$ cat src/rtl/spi_reg_bridge_pkg.sv
// Shared constants for the SPI-to-register bridge: parameter defaults, FSM
// encodings and command-byte field positions.
package spi_reg_bridge_pkg;

    localparam int DEF_ADDR_W      = 6;
    localparam int DEF_DATA_W      = 8;
    localparam int DEF_SYNC_STAGES = 2;

    localparam int CMD_RW_BIT   = 7;
    localparam int CMD_ADDR_LSB = 0;

    typedef logic [1:0] state_t;

    localparam state_t ST_IDLE = 2'd0;
    localparam state_t ST_CMD  = 2'd1;
    localparam state_t ST_DATA = 2'd2;

    // Bit 6 of the command byte is reserved and deliberately not decoded.
    function automatic logic cmd_is_write(input logic [7:0] cmd);
        return cmd[CMD_RW_BIT];
    endfunction

endpackage

$ cat src/rtl/spi_reg_bridge_if.sv
// Single-cycle register-file bus: the bridge is the master issuing strobes,
// the register file is the slave returning combinational read data.
interface spi_reg_bridge_if
    import spi_reg_bridge_pkg::*;
#(
    parameter int ADDR_W = DEF_ADDR_W,
    parameter int DATA_W = DEF_DATA_W
) ();

    logic              read;
    logic              write;
    logic [ADDR_W-1:0] addr;
    logic [DATA_W-1:0] data_write;
    logic [DATA_W-1:0] data_read;

    modport master (
        output read,
        output write,
        output addr,
        output data_write,
        input  data_read
    );

    modport slave (
        input  read,
        input  write,
        input  addr,
        input  data_write,
        output data_read
    );

endinterface

$ cat src/rtl/spi_reg_bridge_sync_edge.sv
// Multi-flop synchronizer for an asynchronous pin with single-cycle rise and
// fall pulses derived from the synchronized level and its previous value.
module spi_sync_edge #(
    parameter int STAGES = 2
) (
    input  logic clk,
    input  logic rst_n,
    input  logic din,
    output logic dout,
    output logic rise,
    output logic fall
);

    logic [STAGES-1:0] sync_q;
    logic [STAGES-1:0] sync_d;
    logic              prev_q;
    logic              prev_d;

    // Next-state of the synchronizer chain and the edge-history flop.
    always_comb begin
        sync_d = {sync_q[STAGES-2:0], din};
        prev_d = sync_q[STAGES-1];
    end

    // Chain flops; reset low so a pin already low at release makes no edge.
    always_ff @(posedge clk or negedge rst_n) begin
        if (!rst_n) begin
            sync_q <= '0;
            prev_q <= 1'b0;
        end else begin
            sync_q <= sync_d;
            prev_q <= prev_d;
        end
    end

    assign dout = sync_q[STAGES-1];
    assign rise = sync_q[STAGES-1] & ~prev_q;
    assign fall = ~sync_q[STAGES-1] & prev_q;

endmodule

$ cat src/rtl/spi_reg_bridge.sv
// SPI mode-0 slave that converts command/data bytes into single-cycle read and
// write strobes on the register bus, with address auto-increment for bursts.
module spi_reg_bridge
    import spi_reg_bridge_pkg::*;
#(
    parameter int ADDR_W      = DEF_ADDR_W,
    parameter int DATA_W      = DEF_DATA_W,
    parameter int SYNC_STAGES = DEF_SYNC_STAGES
) (
    input  logic             clk,
    input  logic             rst_n,
    input  logic             sclk,
    input  logic             cs_n,
    input  logic             mosi,
    output logic             miso,
    spi_reg_bridge_if.master bus
);

    localparam int CNT_W = $clog2(DATA_W);

    logic sclk_rise_s;
    logic sclk_fall_s;
    logic cs_sync_s;
    logic cs_fall_s;
    logic unused_sclk_lvl_s;
    logic unused_cs_rise_s;
    logic unused_s;

    logic [SYNC_STAGES-1:0] mosi_sync_q;
    logic [SYNC_STAGES-1:0] mosi_sync_d;

    state_t            state_q,      state_d;
    logic [CNT_W-1:0]  bit_cnt_q,    bit_cnt_d;
    logic [DATA_W-1:0] rx_shreg_q,   rx_shreg_d;
    logic [DATA_W-1:0] tx_shreg_q,   tx_shreg_d;
    logic              rw_q,         rw_d;
    logic [ADDR_W-1:0] addr_q,       addr_d;
    logic [DATA_W-1:0] data_write_q, data_write_d;
    logic              byte_done_q,  byte_done_d;
    logic              read_q,       read_d;
    logic              write_q,      write_d;
    logic              miso_q,       miso_d;

    spi_sync_edge #(.STAGES(SYNC_STAGES)) u_sclk_sync (
        .clk   (clk),
        .rst_n (rst_n),
        .din   (sclk),
        .dout  (unused_sclk_lvl_s),
        .rise  (sclk_rise_s),
        .fall  (sclk_fall_s)
    );

    spi_sync_edge #(.STAGES(SYNC_STAGES)) u_cs_sync (
        .clk   (clk),
        .rst_n (rst_n),
        .din   (cs_n),
        .dout  (cs_sync_s),
        .rise  (unused_cs_rise_s),
        .fall  (cs_fall_s)
    );

    assign unused_s = unused_sclk_lvl_s ^ unused_cs_rise_s;

    // MOSI only needs the level; it is sampled on the synced sclk rise pulse.
    always_comb begin
        mosi_sync_d = {mosi_sync_q[SYNC_STAGES-2:0], mosi};
    end

    // Transaction FSM, shift registers and bus-strobe generation.
    always_comb begin
        state_d      = state_q;
        bit_cnt_d    = bit_cnt_q;
        rx_shreg_d   = rx_shreg_q;
        tx_shreg_d   = tx_shreg_q;
        rw_d         = rw_q;
        addr_d       = addr_q;
        data_write_d = data_write_q;
        byte_done_d  = 1'b0;
        read_d       = 1'b0;
        write_d      = 1'b0;

        // A write strobe is followed by the burst address advance.
        if (write_q) begin
            addr_d = addr_q + ADDR_W'(1);
        end else begin
            addr_d = addr_q;
        end

        if (cs_sync_s) begin
            state_d    = ST_IDLE;
            bit_cnt_d  = '0;
            rx_shreg_d = '0;
            tx_shreg_d = '0;
        end else begin
            case (state_q)
                ST_IDLE: begin
                    if (cs_fall_s) begin
                        state_d    = ST_CMD;
                        bit_cnt_d  = '0;
                        rx_shreg_d = '0;
                        tx_shreg_d = '0;
                    end else begin
                        state_d = ST_IDLE;
                    end
                end
                ST_CMD, ST_DATA: begin
                    // Read data is loaded in the strobe cycle; the fall that
                    // closes a byte (bit_cnt back at 0) must not shift it out.
                    if (read_q && (state_q == ST_DATA) && !rw_q) begin
                        tx_shreg_d = bus.data_read;
                    end else if (sclk_fall_s && (bit_cnt_q != CNT_W'(0))) begin
                        tx_shreg_d = {tx_shreg_q[DATA_W-2:0], 1'b0};
                    end else begin
                        tx_shreg_d = tx_shreg_q;
                    end

                    if (sclk_rise_s) begin
                        rx_shreg_d  = {rx_shreg_q[DATA_W-2:0], mosi_sync_q[SYNC_STAGES-1]};
                        bit_cnt_d   = bit_cnt_q + CNT_W'(1);
                        byte_done_d = (bit_cnt_q == CNT_W'(DATA_W - 1));
                    end else begin
                        byte_done_d = 1'b0;
                    end

                    if (byte_done_q) begin
                        if (state_q == ST_CMD) begin
                            rw_d    = cmd_is_write(rx_shreg_q);
                            addr_d  = rx_shreg_q[CMD_ADDR_LSB +: ADDR_W];
                            state_d = ST_DATA;
                            read_d  = !cmd_is_write(rx_shreg_q);
                        end else if (rw_q) begin
                            write_d      = 1'b1;
                            data_write_d = rx_shreg_q;
                        end else begin
                            // Prefetch the next burst byte before its first bit is due.
                            addr_d = addr_q + ADDR_W'(1);
                            read_d = 1'b1;
                        end
                    end else begin
                        state_d = state_q;
                    end
                end
                default: begin
                    state_d   = ST_IDLE;
                    bit_cnt_d = '0;
                end
            endcase
        end

        if ((state_d == ST_DATA) && !rw_d) begin
            miso_d = tx_shreg_d[DATA_W-1];
        end else begin
            miso_d = 1'b0;
        end
    end

    // State and output registers.
    always_ff @(posedge clk or negedge rst_n) begin
        if (!rst_n) begin
            mosi_sync_q  <= '0;
            state_q      <= ST_IDLE;
            bit_cnt_q    <= '0;
            rx_shreg_q   <= '0;
            tx_shreg_q   <= '0;
            rw_q         <= 1'b0;
            addr_q       <= '0;
            data_write_q <= '0;
            byte_done_q  <= 1'b0;
            read_q       <= 1'b0;
            write_q      <= 1'b0;
            miso_q       <= 1'b0;
        end else begin
            mosi_sync_q  <= mosi_sync_d;
            state_q      <= state_d;
            bit_cnt_q    <= bit_cnt_d;
            rx_shreg_q   <= rx_shreg_d;
            tx_shreg_q   <= tx_shreg_d;
            rw_q         <= rw_d;
            addr_q       <= addr_d;
            data_write_q <= data_write_d;
            byte_done_q  <= byte_done_d;
            read_q       <= read_d;
            write_q      <= write_d;
            miso_q       <= miso_d;
        end
    end

    assign bus.read       = read_q;
    assign bus.write      = write_q;
    assign bus.addr       = addr_q;
    assign bus.data_write = data_write_q;
    assign miso           = miso_q;

endmodule

$ cat src/flat_wrapper.sv
// flat-port wrapper written by rule: the top's interface ports become plain ports
module spi_reg_bridge_flat import spi_reg_bridge_pkg::*;
#(
    parameter int ADDR_W      = DEF_ADDR_W,
    parameter int DATA_W      = DEF_DATA_W,
    parameter int SYNC_STAGES = DEF_SYNC_STAGES
)
  (clk, rst_n, sclk, cs_n, mosi, miso, bus_read, bus_write, bus_addr, bus_data_write, bus_data_read);
  spi_reg_bridge_if #(.ADDR_W(ADDR_W), .DATA_W(DATA_W)) bus_i ();
  input  logic clk;
  input  logic rst_n;
  input  logic sclk;
  input  logic cs_n;
  input  logic mosi;
  output logic miso;
  output wire logic [$bits(bus_i.read)-1:0] bus_read;
  output wire logic [$bits(bus_i.write)-1:0] bus_write;
  output wire logic [$bits(bus_i.addr)-1:0] bus_addr;
  output wire logic [$bits(bus_i.data_write)-1:0] bus_data_write;
  input wire logic [$bits(bus_i.data_read)-1:0] bus_data_read;
  assign bus_read = bus_i.read;
  assign bus_write = bus_i.write;
  assign bus_addr = bus_i.addr;
  assign bus_data_write = bus_i.data_write;
  assign bus_i.data_read = bus_data_read;
  spi_reg_bridge #(.ADDR_W(ADDR_W), .DATA_W(DATA_W), .SYNC_STAGES(SYNC_STAGES)) u_core (.clk(clk), .rst_n(rst_n), .sclk(sclk), .cs_n(cs_n), .mosi(mosi), .miso(miso), .bus(bus_i));
endmodule
$ cat config.mk
export PLATFORM = sky130hd
export DESIGN_NAME = spi_reg_bridge_flat
export DESIGN_NICKNAME = d
export VERILOG_FILES = /design/src/rtl/spi_reg_bridge_pkg.sv /design/src/rtl/spi_reg_bridge_if.sv /design/src/rtl/spi_reg_bridge_sync_edge.sv /design/src/rtl/spi_reg_bridge.sv /design/src/flat_wrapper.sv
export SDC_FILE = /design/constraint.sdc
export NUM_CORES = 1
export LEC_CHECK = 0
export ABC_AREA = 1
export CORE_MARGIN = 1
export CORE_UTILIZATION = 42
export DETAILED_ROUTE_END_ITERATION = 8
export PLACE_DENSITY = 0.72
export SYNTH_ARGS = -nofsm -noshare
export SYNTH_HDL_FRONTEND = slang
export SYNTH_SLANG_ARGS = --single-unit
export TNS_END_PERCENT = 20
$ cat constraint.sdc
create_clock -name clk -period 2.4 [get_ports clk]
set_input_delay 0.6 -clock clk [delete_from_list [all_inputs] [get_ports clk]]
set_output_delay 0.6 -clock clk [all_outputs]
set_load 0.01 [all_outputs]
==> impl_metrics.tcl <==
set metrics [dict create \
    dp.final_hpwl_um 3320 \
    drt-initial-drc-count 145 \
    place_congestion 0.809 \
    io_buffer_count 29 \
    final.min_clock_period_ns 2.02 \
    postSynthCellCount 273 \
    die_width_um 77.0 \
    cp_cell_sequence "clkdlybuf4s50_1" \
    slew_headroom_pct 61.9 \
    start_kind "register" \
    coreArea_mm2 0.00527 \
    cts_buffers 5 \
    clock_path_buffers 2 \
    hold_buffers 0 \
    setup-violations-final 0 \
    syn_area_per_cell_um2 8.64 \
    r2r_cells 8 \
    pre_cts_slack_ns 0.515 \
    clock_sinks 48 \
    start_util_pct 44.8 \
    cts-htree-levels 2 \
    status "complete, no violations" \
    num_antenna_cells 0 \
    antenna_found_initial 0 \
    hold_violations 0 \
    wl_um 4530 \
    track_usage_pct 16.9 \
    syn_area_mm2 0.00236 \
    tns_ns 0 \
    path_class "register to output port" \
    leakagePower_nw 1.35 \
    ys_ff_latch 48 \
    grt_pass1_wl_um 7890 \
    grt_pass1_vias 1665 \
    syn_to_final_growth_pct 19.9 \
    p_per_area_mw_per_mm2 540 \
    wl_per_cell_um 12.0 \
    synth_nets 294 \
    drc 0 \
    cpPeakStageDelay_ns 0.60 \
    endpoint_kind "output port" \
    drt-vias-per-instance 4.86 \
    cts_setup_buffers 0 \
    drv_cap 0 \
    cts-root-buf "clkbuf_8" \
    grt_max_degree 27 \
    critical_path.max_fanout 9 \
    hold_path_class "input pin to asynchronous set/reset pin" \
    antenna_left 0 \
    firstDrtPassIters 4 \
    yosys_warnings 0 \
    cts_tree "built" \
    slew_viol_final 0 \
    peakVddDrop_mv 0.374 \
    ys_seq_area_share_pct 50.9 \
    num_rows 26 \
    crit_buf_inv 1 \
    fmax_mhz 496 \
    num_vias 1832 \
    die_area_mm2 0.00592 \
    nNetsFinal 327 \
    pin_count 30 \
    clk_pin_slew_worst_paths_ns 0.09 \
    crit_slowest_cell "clkdlybuf4s50_1" \
    required_ns 1.80 \
    clkLatencyLatePin_ns 0.30 \
    die_h_um 77.0 \
    rsz0062_at_grt "false" \
    post-route-period-util_pct 84.0 \
    final_util_pct 53.7 \
    cts_resized 0 \
    cp.depth 1 \
    overflow 0 \
    cp_top_family "buffers and inverters" \
    fin_skew_ns 0.00864 \
    tightest_slew_ns 0.572 \
    cp.arrival_ns 1.42 \
    layout-drive-gt1-share_pct 10.1 \
    ys_types 25 \
    timing.final.ws_setup_ns 0.384 \
]
## through the flow
stage	total power [mW]	hold slack, ns	cell area (um2)	instances
floorplan	0.899	0.304	2360	273
global placement	0.943	0.332	2710	369
detailed placement	0.946	0.335	2710	369
CTS	1.54	0.289	2830	377
global route	1.59	0.310	2830	377
finish	1.53	0.276	2830	377
## path summary, 6_finish.rpt
path                                               from                           end  slack [ns]
min in group clk           u_core.u_sclk_sync.sync_q[0]  u_core.u_sclk_sync.sync_q[1]        0.35
setup / recovery                       u_core.bus.write                     bus_write        0.38
hold reg to reg            u_core.u_sclk_sync.sync_q[0]  u_core.u_sclk_sync.sync_q[1]        0.35
setup reg to reg                      u_core.state_q[0]          u_core.tx_shreg_q[5]        0.48
hold / removal                                    rst_n      u_core.bus.data_write[5]        0.28
max in group asynchronous                         rst_n          u_core.tx_shreg_q[0]        1.52
## worst register-to-register path: stages, from the launching register on
cell and delay, ns:
dfrtp_1 0.40, inv_1 0.08, ha_1 0.38, inv_2 0.07, nor2_4 0.29, nand3_1 0.22
nand2_1 0.25, nand2_1 0.07, o21ai_0 0.08
## area by class of cell
| class | count | area, um2 |
|---|---|---|
| inverters | 45 | 169 |
| clock buffers | 5 | 68.8 |
| fillers | 493 | 2440 |
| repair buffers | 32 | 308 |
| flip-flops and latches | 48 | 1200 |
| multi-input cells | 174 | 948 |
| clock inverters | 3 | 47.5 |
| well taps | 70 | 87.6 |
## cells in the mapped netlist (all sizes together)
cell | instances | area, um2
a22oi | 2 | 15.0
clkbuf | 1 | 3.75
ha | 8 | 100
inv | 45 | 169
o22ai | 2 | 12.5
nand2 | 58 | 233
mux2i | 1 | 10.0
dfrtp | 48 | 1200
xor2 | 2 | 17.5
a21oi | 9 | 56.3
o21a | 1 | 7.51
o21ai | 35 | 205
nor2 | 25 | 116
xnor2 | 1 | 8.76
buf | 5 | 37.5
nand3 | 25 | 135
a31oi | 5 | 31.3
## metal layers
| metal | share of wire, % | up-vias | routed length (um) | global-route usage, % |
|---|---|---|---|---|
| met5 | 0 | - | 0 | 0 |
| met3 | 2.4 | 5 | 110 | 3.57 |
| met2 | 47 | 29 | 2120 | 25.4 |
| met1 | 50 | 861 | 2250 | 23.6 |
| met4 | 1.2 | 0 | 55 | 6.73 |
| li1 | - | 937 | - | - |
## state kept, by name (all words and copies together) (netlist names), 2 cells and up
| name | cells |
|---|---|
| u_core.tx_shreg_q | 8 |
| u_core.rx_shreg_q | 8 |
| u_core.bus.addr | 6 |
| u_core.u_cs_sync.sync_q | 2 |
| u_core.u_sclk_sync.sync_q | 2 |
| u_core.bit_cnt_q | 3 |
| u_core.bus.data_write | 8 |
| u_core.mosi_sync_q | 2 |
| u_core.state_q | 2 |
## cell families after synthesis
kind of cell,synth area share [%]
xor+xnor,1.11
fa+ha+maj,4.24
mux,0.424
buf+inv,8.91
flops,50.9
compound gates,13.9
simple gates,20.5
## cell usage in the layout, fill, tap and decap left out
master and n:
dfrtp_1 48, ha_1 8, buf_2 1, a21oi_4 1, o21ai_2 8, a21oi_1 8
nand3_1 23, buf_4 3, inv_2 3, xnor2_1 1, nor2_1 22, mux2i_1 1
o22ai_1 2, o21a_1 1, a22oi_1 2, xor2_1 2, nand3_2 2, nand2_4 2
o21ai_0 25, inv_1 42, nor2_4 3, a31oi_1 5, o21ai_1 2, clkdlybuf4s50_1 28
nand2_1 56, clkbuf_8 5, bufinv_16 1, clkinv_4 2
## report_power, final
part	total (mW)	internal [mW]	switching, mW
combinational	0.104	0.0365	0.0677
sequential	0.825	0.818	0.00717
clock	0.597	0.314	0.284
total	1.53	1.17	0.358
(Power assumes the default switching activity.)
